### src/rtl/ladybird_fifo_arbiter.sv
// Packet-locking round-robin arbiter feeding a FIFO write port.
// A requester keeps the grant from its first beat until its last beat transfers.
module ladybird_fifo_arbiter #(
   parameter int N_REQ  = 4,
   parameter int DATA_W = 8,
   parameter int SRC_W  = $clog2(N_REQ)
) (
   input  logic                    clk,
   input  logic                    anrst,
   input  logic                    nrst,
   input  logic [N_REQ*DATA_W-1:0] in_data,
   input  logic [N_REQ-1:0]        in_valid,
   input  logic [N_REQ-1:0]        in_last,
   output logic [N_REQ-1:0]        in_ready,
   output logic [DATA_W-1:0]       out_data,
   output logic                    out_valid,
   output logic                    out_last,
   output logic [SRC_W-1:0]        out_src,
   input  logic                    out_ready,
   output logic                    grant_active,
   output logic                    o_dbg_state,
   output logic [SRC_W-1:0]        o_dbg_gnt,
   output logic [SRC_W-1:0]        o_dbg_rr_ptr
);

   // Handshake: a beat moves on a rising edge where valid and ready are both high;
   // ready never waits on valid, and valid/payload hold while ready is low.
   typedef enum logic {S_IDLE = 1'b0, S_LOCKED = 1'b1} state_t;

   state_t            r_state, w_state_nxt;
   logic [SRC_W-1:0]  r_gnt, w_gnt_nxt;
   logic [SRC_W-1:0]  r_rr_ptr, w_rr_nxt;
   logic [DATA_W-1:0] r_out_data;
   logic              r_out_valid;
   logic              r_out_last;
   logic [SRC_W-1:0]  r_out_src;

   logic [DATA_W-1:0] w_in_data [N_REQ];
   logic              w_pick_found;
   logic [SRC_W-1:0]  w_pick;
   logic [SRC_W:0]    w_sum;
   logic              w_out_free;
   logic              w_xfer;

   genvar gi;
   generate
      for (gi = 0; gi < N_REQ; gi++) begin : g_lane
         assign w_in_data[gi] = in_data[gi*DATA_W +: DATA_W];
      end
   endgenerate

   // Rotating priority scan starting at r_rr_ptr, wrapping modulo N_REQ.
   always_comb begin
      w_pick_found = 1'b0;
      w_pick       = '0;
      w_sum        = '0;
      for (int k = 0; k < N_REQ; k++) begin
         w_sum = {1'b0, r_rr_ptr} + (SRC_W+1)'(k);
         if (w_sum >= (SRC_W+1)'(N_REQ))
            w_sum = w_sum - (SRC_W+1)'(N_REQ);
         if (!w_pick_found && in_valid[w_sum[SRC_W-1:0]]) begin
            w_pick_found = 1'b1;
            w_pick       = w_sum[SRC_W-1:0];
         end
      end
   end

   assign w_out_free = ~r_out_valid | out_ready;
   assign w_xfer     = (r_state == S_LOCKED) & w_out_free & in_valid[r_gnt];

   always_comb begin
      in_ready = '0;
      if (r_state == S_LOCKED && w_out_free)
         in_ready[r_gnt] = 1'b1;
   end

   always_comb begin
      w_state_nxt = r_state;
      w_gnt_nxt   = r_gnt;
      w_rr_nxt    = r_rr_ptr;
      case (r_state)
         S_IDLE: begin
            if (w_pick_found) begin
               w_state_nxt = S_LOCKED;
               w_gnt_nxt   = w_pick;
            end
         end
         S_LOCKED: begin
            if (w_xfer && in_last[r_gnt]) begin
               w_state_nxt = S_IDLE;
               w_rr_nxt    = (r_gnt == SRC_W'(N_REQ-1)) ? '0 : r_gnt + 1'b1;
            end
         end
         default: w_state_nxt = S_IDLE;
      endcase
   end

   always_ff @(posedge clk or negedge anrst) begin
      if (!anrst) begin
         r_state     <= S_IDLE;
         r_gnt       <= '0;
         r_rr_ptr    <= '0;
         r_out_data  <= '0;
         r_out_valid <= 1'b0;
         r_out_last  <= 1'b0;
         r_out_src   <= '0;
      end else if (!nrst) begin
         r_state     <= S_IDLE;
         r_gnt       <= '0;
         r_rr_ptr    <= '0;
         r_out_data  <= '0;
         r_out_valid <= 1'b0;
         r_out_last  <= 1'b0;
         r_out_src   <= '0;
      end else begin
         r_state  <= w_state_nxt;
         r_gnt    <= w_gnt_nxt;
         r_rr_ptr <= w_rr_nxt;
         if (w_xfer) begin
            r_out_data  <= w_in_data[r_gnt];
            r_out_last  <= in_last[r_gnt];
            r_out_src   <= r_gnt;
            r_out_valid <= 1'b1;
         end else if (out_ready) begin
            r_out_valid <= 1'b0;
         end
      end
   end

   assign out_data     = r_out_data;
   assign out_valid    = r_out_valid;
   assign out_last     = r_out_last;
   assign out_src      = r_out_src;
   assign grant_active = (r_state == S_LOCKED);
   assign o_dbg_state  = r_state;
   assign o_dbg_gnt    = r_gnt;
   assign o_dbg_rr_ptr = r_rr_ptr;

endmodule

### config.mk
export PLATFORM = sky130hd
export DESIGN_NAME = ladybird_fifo_arbiter
export DESIGN_NICKNAME = d
export VERILOG_FILES = /design/src/rtl/ladybird_fifo_arbiter.sv
export SDC_FILE = /design/constraint.sdc
export NUM_CORES = 1
export LEC_CHECK = 0
export CAP_MARGIN = 20
export CORE_MARGIN = 8
export CORE_UTILIZATION = 37
export DETAILED_ROUTE_END_ITERATION = 16
export GPL_ROUTABILITY_DRIVEN = 1
export PLACE_DENSITY = 0.77
export SYNTH_ARGS = -nofsm -noshare
export SYNTH_HDL_FRONTEND = slang
export SYNTH_SLANG_ARGS = --single-unit
export TNS_END_PERCENT = 10
### constraint.sdc
create_clock -name clk -period 2.05 [get_ports clk]
set_clock_uncertainty 0.05 [all_clocks]
set_input_delay 0.615 -clock clk [delete_from_list [all_inputs] [get_ports clk]]
set_output_delay 0.615 -clock clk [all_outputs]
set_load 0.05 [all_outputs]
# --- Yosys cells after proc, flatten, opt, wreduce, memory -nomap -nowiden ---
# Cells that the tools add are included.
word_totals:
  register_bits: 17
  input_bits: 44
  output_inout_bits: 22
op_classes:
  eq_ne: 7
  magnitude_cmp: 11
  n_reduce_logical: 11
  bitwise: 6
  muxes: 50
  addsub: 8
ops:
  columns: ["operator", "count"]
  rows:
  - ["$mux W2", 17]
  - ["$mux W8", 4]
  - ["$mux W1", 19]
  - ["$bmux W8 S2", 1]
  - ["$lt A2 B3 Y1 const B", 5]
  - ["$bmux W1 S2", 6]
  - ["$ge A3 B3 Y1 const B", 4]
  - ["$ne A2 B1 Y1 const B", 4]
  - ["$sub A2 B1 Y2 const B", 4]
  - ["$add A2 B2 Y3 const B", 2]
  - ["$logic_and A1 B1 Y1", 6]
  - ["$mux W4", 1]
  - ["$reduce_and A2 Y1", 2]
  - ["$add A2 B1 Y3 const B", 1]
  - ["$ge A2 B3 Y1 const B", 1]
  - ["$logic_not A1 Y1", 3]
  - ["$ne A3 B1 Y1 const B", 1]
  - ["$not A2 Y3", 1]
  - ["$add A2 B1 Y2 const B", 1]
  - ["$and A1 B1 Y1", 2]
  - ["$demux W1 S2", 1]
  - ["$eq A2 B2 Y1 const B", 1]
  - ["$ge A2 B1 Y1 const B", 1]
  - ["$ne A2 B2 Y1 const B", 1]
  - ["other kinds (3)", 4]

# --- Logic depth before layout (Yosys ltp) ---
# Gate-level depths: netlist of the first run.
depth:
  word_depth: 17
  mapped_depth: 6
  ltp_nobuf: 4

# --- Worst setup path after synthesis of the first run ---
# OpenSTA, ideal clock, no wires.
synth_timing:
  kind: "reg2out"
  start: "reg r_gnt[1], in the netlist o_dbg_gnt[1]"
  end: "out in_ready[1]"
  arrival_time_ps: 1831
  t_required_ps: 1385
  path_buffers: 2
  setup_slack_ps: -446
  stages_incl_launch_ff: 6
  path_cell_list: "dfrtp_1 clkbuf_1 clkbuf_1 inv_1 ha_1 and3_1"
synth_between:
  elab_chain_len: 5
synth_lines:
  columns: ["item", "line", "rtl"]
  rows:
  - ["start: declaration", "31", "logic [SRC_W-1:0] r_gnt, w_gnt_nxt;"]
  - ["start signal: assignment", "117", "r_gnt <= w_gnt_nxt;"]
  - ["$lt A2 B3 Y1 (not written as such) / $ge A2 B1 Y1 (equally long branches)", "74", "in_ready[r_gnt] = 1'b1;"]
  - ["$logic_and A1 B1 Y1 (not written as such)", "74", null]
  - ["$mux W1 (not written as such)", "74", null]
  - ["$demux W1 S2 (*)", "74", null]
  - ["$mux W4 (*)", "73", "if (r_state == S_LOCKED && w_out_free)"]
  - ["end: declaration", "14", "output logic [N_REQ-1:0] in_ready,"]
# Every way passes the cells marked *; elsewhere a longest branch is shown, timed or not.

# --- Worst setup path after layout of the first run ---
layout_timing:
  start: "in in_valid[3]"
  end: "reg r_out_data[6], in the netlist out_data[6]"
layout_between:
  elab_chain_len: 4
layout_lines:
  columns: ["item", "line", "rtl"]
  rows:
  - ["start: declaration", "12", "input logic [N_REQ-1:0] in_valid,"]
  - ["$bmux W1 S2", "69", "assign w_xfer = (r_state == S_LOCKED) & w_out_free & in_valid[r_gnt];"]
  - ["$mux W1 (not written as such)", "69", null]
  - ["$and A1 B1 Y1", "69", null]
  - ["$ne A2 B1 Y1 (no source line)", null, null]
  - ["end signal: assignment", "120", "r_out_data <= w_in_data[r_gnt];"]
  - ["end: declaration", "33", "logic [DATA_W-1:0] r_out_data;"]
# No other way between the ends. The select of a mux whose other input is x is not followed.
# A chain may end at the register's enable or synchronous reset.

==> run summary, run 1 <==
The floorplan step set the die height to 72.77 µm. Fraction of the core area covered by cells at the end of the flow: 0.6951. The repair_antennas step left the layout with diodes totalling 0.

The later pin in the worst-skew pair is clocked with a latency of 0.29 ns. The finished cells cover 2122 µm². For the starting utilization of the core area, the log shows 0.3906. Summing every instance area after synthesis gives 1192 µm².

In this run, synthesis produced a sequential element count of 17. The routed layout has 1,157 vias. The initial antenna violation count came out at 0. The clock net sink count is 17, and the routed via count divided by cell count is 5.009. The count of routing violations after the opening detailed-route iteration is 38.

After detailed routing, the number of remaining DRC violations is 0. The final-stage net count is 236, and the number of search-and-repair iterations in the first detailed-routing pass is 4. Die extent in x: 72.77 µm. In this run the worst hold path is classified as register to register. TritonCTS built the clock tree. Data arrives at the worst endpoint at 2.13 ns.

In the synthesized netlist, the number of instances is 105. The total CTS buffers was 3. The tools report the endpoint kind of the worst setup timing path as a register. Summed over all failing endpoints, the final setup total negative slack is 0 ns. The instance area after placement was 2031 µm²; the first-pass GRT wire length was 6.258 mm.

Timing analysis after detailed placement gives a worst setup slack of -0.2411 ns. After synthesis, the cell types taking the most area are dfrtp_1 (36%), mux4_2 (17%), mux2i_1 (10%). Counting distinct cell types in the post-synthesis netlist gives 28. The weighted congestion at the end of routability-driven global placement was 0.7515. Share of Yosys cell area claimed by the top area cell type: 0.3568.

Relative to the synthesized area, the layout overhead comes to 77.96%. In this run the power density over the cells is 487.0 nW/µm². After legalization and detailed placement, the total HPWL measured 3.195 mm.

In this run the tool buffered the top-level ports with 65 buffer cells. Remaining antenna violation count after routing: 0. The register area share after synthesis was 0.3568. For the final count of hold timing violations, the log shows 0.

dfrtp_1 takes more of the synthesized area than any other cell. Timing would allow up to 0.5001 GHz. Setup repair after global routing could not meet its margin everywhere. For this design, the CTS-stage hold fixing added 0 buffers.

Setup violations remaining at the end of the flow were counted as 0. For this run, the number of standard cells in the final layout without fillers is 231. The library cells used most frequently in the layout, excluding fill and tap cells, are clkdlybuf4s50_1 (42), buf_4 (35), dfrtp_1 (15). The number of H-tree levels was 1; the core area was 3053 µm². The clock-pin transition on the worst setup and hold timing paths is 0.09 ns, and the transition time of the tightest slew-check pin is 0.3387 ns. Share of cells above drive strength 1: 0.3636. The flow ran to the end, and the final reports show no timing, DRC or antenna violations. I/O pin count: 66.

The library cell used most frequently in the layout, excluding fill and tap cells, is clkdlybuf4s50_1. The logs give 0.9027 nW for the static leakage power and 0.0003595 V for the worst IR drop on VDD. The clock passes through at most 2 buffers. The minimum clock period came out at 2.000 ns.

After detailed placement, the design holds a cell count of 221. The tools report the pin count of the biggest net entering global routing as 18. For this run, the number of Yosys warnings is 0. The tools report the final-report max-slew violation count as 0.

The sum of routed wire length over all layers was 3.940 mm. The average wire per cell in the routed design was 17.06 µm. The start-to-end type of the worst setup path was input pin to register. The ratio of final minimum period to clock period works out to 0.9754.

The die covers 5295 µm². The worst setup path is launched from an input pin. The aggregate global-route resource usage was 0.1491; the number of nets produced by synthesis was 153. In this run the mean area of a mapped cell was 11.36 µm². Final setup slack of the worst path: 0.05036 ns.

The root buffer cell is clkbuf_4. The run gives 0 as the max-capacitance violation count. Highest fanout seen on the critical path: 9. For this run the aggregate overflow at the end of global routing stands at 0. For the tightest slew margin relative to the limit, the log shows 0.7742. The worst path required time was 2.18 ns. The count of standard-cell rows is 20, and the number of global-route vias before repair is 1,262.
==> cell type report <==
| type | count | area, µm² |
|---|---|---|
| Fill cell | 238 | 930.9 |
| Timing Repair Buffer | 87 | 872.1 |
| Multi-Input combinational cell | 74 | 721.9 |
| Sequential cell | 17 | 427.9 |
| Tap cell | 44 | 55.05 |
| Clock buffer | 4 | 26.28 |
| Inverter | 5 | 18.77 |
==> cell families (layout without fill, tap and decap cells) <==
group,Yosys count,in the layout,synth area share
AO/OA/AOI/OAI,15,15,0.08500
adder cells (fa/ha/maj),4,4,0.04197
buffers and inverters,14,96,0.06086
flip-flops,17,17,0.3568
multiplexers,23,23,0.3022
AND/OR/NAND/NOR,32,32,0.1532
==> worst paths after layout <==
check                             startpoint              end  slack, ns  cells after the start
worst max-delay path             in_valid[3]      out_data[6]       0.05                      6
worst min-delay path             out_data[3]      out_data[3]       0.50                      2
max in group asynchronous              anrst     o_dbg_gnt[1]       1.15                      2
worst max register to register  o_dbg_gnt[0]      out_data[6]       0.13                      6
worst min register to register   out_data[3]      out_data[3]       0.50                      2
min in group asynchronous              anrst  o_dbg_rr_ptr[0]       0.60                      2
==> worst max-delay path: stages <==
cell	delay, ns
clkdlybuf4s50_1	0.42
mux4_2	0.49
and3_4	0.22
buf_12	0.14
mux2i_1	0.17
nor2b_1	0.07
==> flip-flops by register name (all words and copies together) (netlist names) <==
register,cells
out_data,8
out_valid,1
grant_active,1
o_dbg_gnt,2
out_src,2
out_last,1
o_dbg_rr_ptr,2
==> power by group <==
part	total (mW)	internal (mW)	switching (mW)
clock	0.179	0.0756	0.103
sequential	0.382	0.357	0.0245
combinational	0.473	0.254	0.219
total	1.03	0.687	0.347
==> through the flow <==
stage / hold WS [ns] / total power, mW
after floorplan: 0.2694 / 0.6259
after global placement: 0.4790 / 0.8334
after detailed placement: 0.4831 / 0.8461
after CTS: 0.5079 / 1.036
after global routing: 0.5518 / 1.089
final: 0.5040 / 1.033
==> cells in the mapped netlist <==
library cell  count
o21a_1            1
a311o_1           2
dfrtp_1          17
nand2_1           7
mux2_1            1
buf_6             2
a31o_1            1
and2_1            1
buf_4             1
and3_1            4
and2_4            1
buf_2             1
ha_1              4
inv_1             3
mux2i_1          12
a21oi_1           2
nor4_1            1
o21ai_1           2
mux4_2            9
a21boi_1          4
nand2b_1          4
and3_4            1
o21ai_0           3
clkbuf_1          5
nor2_1            3
mux4_1            1
nor2b_1          10
inv_2             2
==> what timing repair did <==
action                     4_1_cts  5_1_grt
pin swaps                        2        0
gates resized for setup          6        0
setup buffers                    2        4
setup endpoints to repair        4        4
==> metal layers <==
| metal | global-route usage | up-vias | part of all wire |
|---|---|---|---|
| met2 | 0.2744 | 53 | 0.52 |
| met5 | 0 | - | 0 |
| met3 | 0.06456 | 2 | 0.092 |
| li1 | - | 538 | - |
| met4 | 0.02000 | 0 | 0.0010 |
| met1 | 0.1548 | 564 | 0.39 |
(Power assumes the default switching activity.)
==> inputs of run 2 (changes only) <==
--- a/config.mk
+++ b/config.mk
@@ -6,7 +6,6 @@
 export NUM_CORES = 1
 export LEC_CHECK = 0
 export CAP_MARGIN = 20
-export CORE_MARGIN = 8
 export CORE_UTILIZATION = 37
 export DETAILED_ROUTE_END_ITERATION = 16
 export GPL_ROUTABILITY_DRIVEN = 1
==> run 2 against run 1 <==
  * Final area increased by 1.4%
  * Maximum frequency shrank 2.4%
  * Wire length is 11% lower
  * Critical path depth is 2 lower
  * Sequential power barely moved
  * Sequential share of layout area is 0.28 points lower
  * Largest cell class unchanged
  * Largest power group unchanged
==> run summary, run 2 (synthesized netlist as in run 1, its figures left out) <==
The run finished with clean final reports. The tool flagged a number of max-cap violations equal to 0. Dividing the detail-routed wire length by the instance count gives 15.33 µm. Before antenna repair, the detailed router went through 4 iterations. The via count of the routed design is 1,166.

The startpoint type of the worst setup path is a register. After detailed placement, the total cell area comes to 2016 µm². The finished layout holds 229 standard cells, fillers aside.

Routed via count divided by cell count: 5.092. The worst-case reg-to-reg path depth works out to 6. Setup repair after global routing could not meet its margin everywhere.

In the routed design, unresolved DRC markers number 0. The register with the most flip-flops in the layout has 8 of them. For hold timing, the worst endpoint is out_data[6]. For the hold slack, the log shows 0.5011 ns. The core area is 3053 µm². Setup slack on the worst reg-to-reg path comes out at 0.14 ns.

The critical path is of the register to output port type. The final-report max-slew violation count was 0; the fraction of the core area covered by cells at the end of the flow was 0.7049. Detailed placement finished with a half-perimeter wire length of 2.612 mm. The count of nets left with antenna violations once routing finished came out at 0.

The highest fanout seen on the critical path works out to 6. The final count of hold timing violations is 0. The endpoint identified for the worst register-to-register timing path is out_data[4]. For this block, the routed nets add up to 3.511 mm of wire.

The cell area after layout was 2152 µm². The tools report the reg-to-reg critical path startpoint as o_dbg_gnt[0]. The worst-case IR drop observed on VDD is 0.0002892 V.

The most frequent standard cell in the layout excluding fill and tap cells is clkdlybuf4s50_1. TritonCTS built the clock tree. In this run the static leakage power is 0.8962 nW.

The tightest slew margin relative to the limit was 0.7794; the number of filler instances in the final layout was 219. Setup violations remaining at the end of the flow were counted as 0. The aggregate global-route resource usage is 0.2095, and the post-place setup slack is -0.2365 ns.

For the pin with the worst max-slew slack, the measured transition is 0.3278 ns. The number of global-route vias before repair was 1,212; the post-layout total power was 1.049 mW. Row generation in the floorplan step produced 20 rows.

Starting utilization of the core area: 0.3906. CTS saw 17 sinks. In this run, CTS created clock tree buffers numbering 3. Share of cells above drive strength 1: 0.3784.

For the worst setup path, the data arrival time is 1.38 ns. The insertion delay of the later-clocked pin in the worst-skew pair is 0.30 ns, and the pin count of the biggest net entering global routing is 20. The count of routing violations after the opening detailed-route iteration is 40. The count of input and output buffers came out at 65.

Measured along the x axis, the die boundary spans 58.77 µm. For this design the top-level I/O count stands at 66. The worst setup path is captured at an output port. Relative to the synthesized area, the layout overhead comes to 80.48%.

In this run the worst hold path is classified as register to register. The logs give 1 for the number of H-tree levels and 1.38 ns for the worst path required time. The floorplan step defined a die boundary enclosing 3454 µm². In the post-route analysis, the smallest setup slack over all paths is 0.001427 ns. Static timing analysis puts the maximum clock frequency at 0.4881 GHz. The logs give 234 for the final-stage net count and 0.7237 for the weighted congestion at the end of routability-driven global placement. Startpoint of the lowest-slack hold path: out_data[6]. Dividing total power by cell area gives a power density of 487.6 nW/µm². The total overflow left after global routing is 0. The number of antenna diodes in the final layout is 0.

The largest individual stage delay along the critical path comes from the cell dfrtp_2. The run gives 2 as the maximum clock path buffer count. The minimum clock period is 2.049 ns. The critical path goes through inv_2 > ha_1 > and3_4 > buf_12.

For the first-pass GRT wire length, the log shows 5.506 mm. Number of instances in the placed design: 219. The instance count along the most critical hold path is 2. The library cells used most frequently in the layout, excluding fill and tap cells, are clkdlybuf4s50_1 (42), buf_4 (32), dfrtp_1 (15).

Clock-pin slew was measured on the worst setup and hold paths at 0.11 ns. Ratio of final minimum period to clock period: 0.9993. The logs give 0 for the initial antenna violation count and 0 ns for the final-layout setup total negative slack. The cell sitting at the root of the clock tree is a clkbuf_4. The chip height was 58.77 µm; the delay of the slowest cell on the worst path was 0.48 ns. Tracing the worst setup path back leads to its startpoint at o_dbg_gnt[1].
run 2: final cells by class:
type	instances	area [µm²]	share of cell area
clock buffers	3	22.52	0.01047
clock inverters	1	5.005	0.002326
inverters	5	21.27	0.009884
multi-input cells	74	759.5	0.3529
flip-flops and latches	17	427.9	0.1988
well taps	44	55.05	0.02558
repair buffers	85	860.8	0.4000
run 2: timing repair:
action                                  in CTS  in global routing
pin swaps                                    1                  0
endpoints found under the setup margin       4                  4
resized for setup                            6                  8
buffers inserted                             4                  2
hold buffers                                 0                  0
run 2: power breakdown:
| group | switching, mW | internal, mW |
|---|---|---|
| Combinational | 0.224 | 0.255 |
| Clock | 0.118 | 0.0728 |
| Sequential | 0.0220 | 0.357 |
| Total | 0.364 | 0.685 |
run 2: critical path: cells and delay by family, from the launching register on:
family | cells | cell delay [ns]
fa+ha+maj | 1 | 0.18
buf+inv | 2 | 0.23
flops | 1 | 0.48
simple gates | 1 | 0.20
run 2: layer usage:
metal  track usage  vias up  wire (µm)  part of all wire
li1              -      538          -                 -
met1        0.2525      572       1368              0.39
met2        0.3864       52       1834              0.52
met3       0.03956        4        277             0.079
met4       0.04422        0         30            0.0085
met5             0        -          0                 0
run 2: worst max path at each step:
stage,depth (start not counted),to
after CTS,4,in_ready[3]
after global placement,4,in_ready[0]
after global routing,4,in_ready[1]
final,4,in_ready[1]
after detailed placement,4,in_ready[2]
after floorplan,5,in_ready[0]
